--- src/rtl/run_length_monitor.sv ---
// rtl/run_length_monitor.sv - measures high intervals of z, buffers each qualifying length
// Optional max-length tracking is enabled by defining RUN_MON_MAX_EN.
module run_length_monitor #(
  parameter int LEN_W   = 8,
  parameter int CNT_W   = 16,
  parameter int MIN_LEN = 1
) (
  input  logic             clk,
  input  logic             rst,
  input  logic             z,
  input  logic             clr,
  input  logic             len_ready,
  output logic             len_valid,
  output logic [LEN_W-1:0] len,
  output logic             len_sat,
  output logic             busy,
  output logic [CNT_W-1:0] run_count,
  output logic             ovf,
  output logic [LEN_W-1:0] max_len
);

  typedef enum logic {IDLE, RUN} state_t;

  localparam logic [LEN_W-1:0] LEN_MAX = '1;
  localparam logic [CNT_W-1:0] CNT_MAX = '1;
  localparam logic [LEN_W-1:0] MIN_V   = LEN_W'(MIN_LEN);

  state_t           state;
  logic [LEN_W-1:0] run_len;
  logic             sat;

  logic run_end;
  logic qual;
  logic load;
  logic drop;

  // A run ends on the first z=0 sample in RUN; short runs are ignored entirely.
  assign run_end = (state == RUN) && !z;
  assign qual    = run_end && (run_len >= MIN_V);
  // The buffer can take a new result when empty or when it is being drained this cycle.
  assign load    = qual && (!len_valid || len_ready);
  assign drop    = qual && !load;

  // Run FSM: counts z=1 samples, saturating, and remembers whether clipping happened.
  always_ff @(posedge clk or posedge rst) begin
    if (rst) begin
      state   <= IDLE;
      run_len <= '0;
      sat     <= 1'b0;
      busy    <= 1'b0;
    end else begin
      case (state)
        IDLE: begin
          if (z) begin
            state   <= RUN;
            run_len <= LEN_W'(1);
            sat     <= 1'b0;
            busy    <= 1'b1;
          end
        end
        RUN: begin
          if (z) begin
            if (run_len == LEN_MAX) begin
              sat <= 1'b1;
            end else begin
              run_len <= run_len + LEN_W'(1);
            end
          end else begin
            state <= IDLE;
            busy  <= 1'b0;
          end
        end
        default: begin
          state <= IDLE;
          busy  <= 1'b0;
        end
      endcase
    end
  end

  // One-entry output buffer; len/len_sat keep their last value after acceptance.
  always_ff @(posedge clk or posedge rst) begin
    if (rst) begin
      len_valid <= 1'b0;
      len       <= '0;
      len_sat   <= 1'b0;
    end else if (load) begin
      len_valid <= 1'b1;
      len       <= run_len;
      len_sat   <= sat;
    end else if (len_valid && len_ready) begin
      len_valid <= 1'b0;
    end
  end

  // Saturating run counter and sticky drop flag; clr overrides same-cycle updates.
  always_ff @(posedge clk or posedge rst) begin
    if (rst) begin
      run_count <= '0;
      ovf       <= 1'b0;
    end else if (clr) begin
      run_count <= '0;
      ovf       <= 1'b0;
    end else begin
      if (qual && (run_count != CNT_MAX)) begin
        run_count <= run_count + CNT_W'(1);
      end
      if (drop) begin
        ovf <= 1'b1;
      end
    end
  end

`ifdef RUN_MON_MAX_EN
  // Longest qualifying run, including results that were dropped at the buffer.
  always_ff @(posedge clk or posedge rst) begin
    if (rst) begin
      max_len <= '0;
    end else if (clr) begin
      max_len <= '0;
    end else if (qual && (run_len > max_len)) begin
      max_len <= run_len;
    end
  end
`else
  assign max_len = '0;
`endif

endmodule

--- config.mk ---
export PLATFORM = sky130hd
export DESIGN_NAME = run_length_monitor
export DESIGN_NICKNAME = d
export VERILOG_FILES = /design/src/rtl/run_length_monitor.sv
export SDC_FILE = /design/constraint.sdc
export NUM_CORES = 1
export LEC_CHECK = 0
export CAP_MARGIN = 40
export CORE_MARGIN = 4
export CORE_UTILIZATION = 52
export DETAILED_ROUTE_END_ITERATION = 16
export PLACE_DENSITY = 0.8
export SYNTH_ARGS = -nofsm -noshare
export SYNTH_HDL_FRONTEND = slang
export SYNTH_SLANG_ARGS = --single-unit
--- constraint.sdc ---
create_clock -name clk -period 2.1 [get_ports clk]
set_input_delay 0.42 -clock clk [delete_from_list [all_inputs] [get_ports clk]]
set_output_delay 0.42 -clock clk [all_outputs]
set_load 0.02 [all_outputs]
==> out/qor.csv <==
metric,value,unit
rows,23,
ant_nets,0,
path_max_fanout,5,
reg2reg_from,run_len[0]$_DFFE_PP0P_,
clock-sinks,38,
die_area,5190,um^2
max_freq,497,MHz
drt_iter0_drc,103,
wirelength,4.47,mm
status,finished clean,
mostFrequentLayoutCell,dfrtp_1,
num_vias,1775,
port_buffers,32,
p_per_area,746,nW/um^2
drv_cap,0,
period_share,0.958,
fin_skew,0.00453,ns
clk_latency,0.29,ns
power,0.00202,W
hold_path_class,flop to flop,
cts_tree,built,
hpwl,3.20,mm
synth_seq_cells,38,
dieHeight,72.0,um
slew_violations,0,
async_reset_ff_frac,1.00,
ys_seq_area_frac,0.446,
area_growth,26.9,%
grt_pass1_vias,1710,
finalHoldViolations,0,
synth_top_flop_cell,dfrtp_1,
critPathKind,flop to flop,
cts_root_buf,clkbuf_8,
ys_warn_count,0,
start_util,0.537,
wl_per_cell,14.4,um
clkTransAtPathRegs,0.07,ns
nets,271,
cp-end-kind,flop,
critPathArrivalTime,2.19,ns
startpoint,run_len[0]$_DFFE_PP0P_,
crit_chain,ha_1 -> or4b_4 -> o21a_1 -> nand2_4 -> mux2_2,
coreArea,3970,um^2
route.detailed.drc,0,
syn_area,2130,um^2
die_w,72.0,um
worst_r2r_endpoint,len[0]$_DFFE_PP0P_,
rsz0062_at_grt,no,
clk_path_buf_depth,2,
grt_overflow,0,
grt_usage,0.187,
reg2reg_slack,0.09,ns
synth.distinct_cells,46,
vias_per_cell,5.71,
worstPathRequired,2.27,ns
max_stage_delay,0.51,ns
final_cell_mix,"dfrtp_1, clkdlybuf4s50_1, mux2_2, buf_4, nor2_1",
grt_max_degree,39,
critPathCapture,len[0]$_DFFE_PP0P_,
drive_above_1_share,0.230,
first_pass_iters,4,
finalSetupViolCount,0,
cts_buffers,5,
leakage,1.19,nW
avgSynthCellArea,10.3,um^2
antenna_cells,0,
htreeDepth,2,
grt_antenna_before_repair,0,
gp_congestion,0.830,
grt_pass1_wl,7.62,mm
dp_slack,-0.159,ns
pin_count,41,
synthCells,208,
peakVddDrop,0.666,mV
slowest_stage,or4b_4,
timing.final.crit_period,2.01,ns
final.setup.worst_slack,0.0885,ns
r2r_cells,5,
num-fill-cells,328,
synth_edf_count,0,
start_kind,flop,
## worst min path at each step
stage	start	to	slack, ns	cells past startpoint
after detailed placement	sat$_DFFE_PP0P_	sat$_DFFE_PP0P_	0.48	2
after global placement	len_sat$_DFFE_PP0P_	len_sat$_DFFE_PP0P_	0.49	1
final	sat$_DFFE_PP0P_	sat$_DFFE_PP0P_	0.49	2
after CTS	sat$_DFFE_PP0P_	sat$_DFFE_PP0P_	0.50	2
after floorplan	z	state$_DFF_PP0_	0.45	0
after global routing	sat$_DFFE_PP0P_	len_sat$_DFFE_PP0P_	0.53	1
## final cells by class
class | count | area (um^2) | area share
Clock buffer | 5 | 68.8 | 0.0254
Tap cell | 50 | 62.6 | 0.0231
Timing Repair Buffer | 52 | 470 | 0.174
Clock inverter | 3 | 45.0 | 0.0166
Inverter | 11 | 41.3 | 0.0153
Sequential cell | 38 | 951 | 0.351
Multi-Input combinational cell | 152 | 1070 | 0.394
## cell families after synthesis
logic type | count (synthesis) | synth area share
and+or+nand+nor | 83 | 0.233
xor gates and xnor gates | 2 | 0.00822
adders and majority gates | 6 | 0.0352
buffers and inverters | 26 | 0.0710
DFF | 38 | 0.446
AOI/OAI and AO/OA | 32 | 0.0992
other | 1 | 0.00176
muxes | 20 | 0.106
## synthesized netlist by cell type (2+ instances only)
cell / n / area share
or4b_4: 2 / 0.013
o2111ai_1: 2 / 0.0082
ha_1: 6 / 0.035
nor2_1: 18 / 0.032
nand4_1: 4 / 0.012
buf_4: 8 / 0.028
nor3_1: 2 / 0.0047
o21ai_0: 7 / 0.016
dfrtp_1: 38 / 0.45
o31ai_1: 3 / 0.011
mux2_2: 20 / 0.11
nand2_1: 9 / 0.016
and3_1: 3 / 0.0088
buf_6: 3 / 0.016
nor4_1: 6 / 0.018
a31oi_1: 3 / 0.0088
inv_1: 11 / 0.019
a21oi_1: 10 / 0.023
nand3_1: 10 / 0.023
clkbuf_1: 3 / 0.0053
or4_1: 3 / 0.011
nor2b_1: 9 / 0.026
and4_1: 2 / 0.0082
or3_1: 4 / 0.012
## critical path, delay by kind of cell, from the launching register on
family | cells | cell delay (ns)
simple gates | 2 | 0.63
flops | 1 | 0.42
mux | 1 | 0.35
compound gates | 1 | 0.27
fa+ha+maj | 1 | 0.22
## state kept, by name, indices dropped and copies added, names as in the netlist
name       flops
run_count     16
len            8
len_valid      1
sat            1
len_sat        1
ovf            1
busy           1
run_len        8
state          1
## metal layers
layer / wire length [um] / GRT usage
met5: 0 / 0
met4: 59 / 0.0793
met1: 1900 / 0.224
met2: 2240 / 0.320
met3: 269 / 0.0443
## repair_timing
item / 4_1_cts / 5_1_grt
endpoints found under the setup margin: 4 / 2
pin swaps: 1 / 1
buffers inserted: 2 / 0
gates resized for setup: 1 / 0
hold buffers: 0 / 0
gates cloned: 0 / 1
## stage by stage
stage	utilization	hold WS [ns]	std cells	TNS [ns]	cell area (um^2)
2_1_floorplan	-	0.451	215	0	2160
3_3_place_gp	0.646	0.488	300	-1.16	2570
3_5_place_dp	0.646	0.484	300	-2.23	2570
4_1_cts	0.680	0.501	310	0	2700
5_1_grt	0.681	0.534	311	0	2710
6_report	0.681	0.492	311	0	2710
## power breakdown
group	total (W)	internal [W]	switching, W
clock network	0.000616	0.000353	0.000263
registers	0.000850	0.000803	0.0000470
logic	0.000552	0.000261	0.000291
Power figures use the tool's default switching activity.
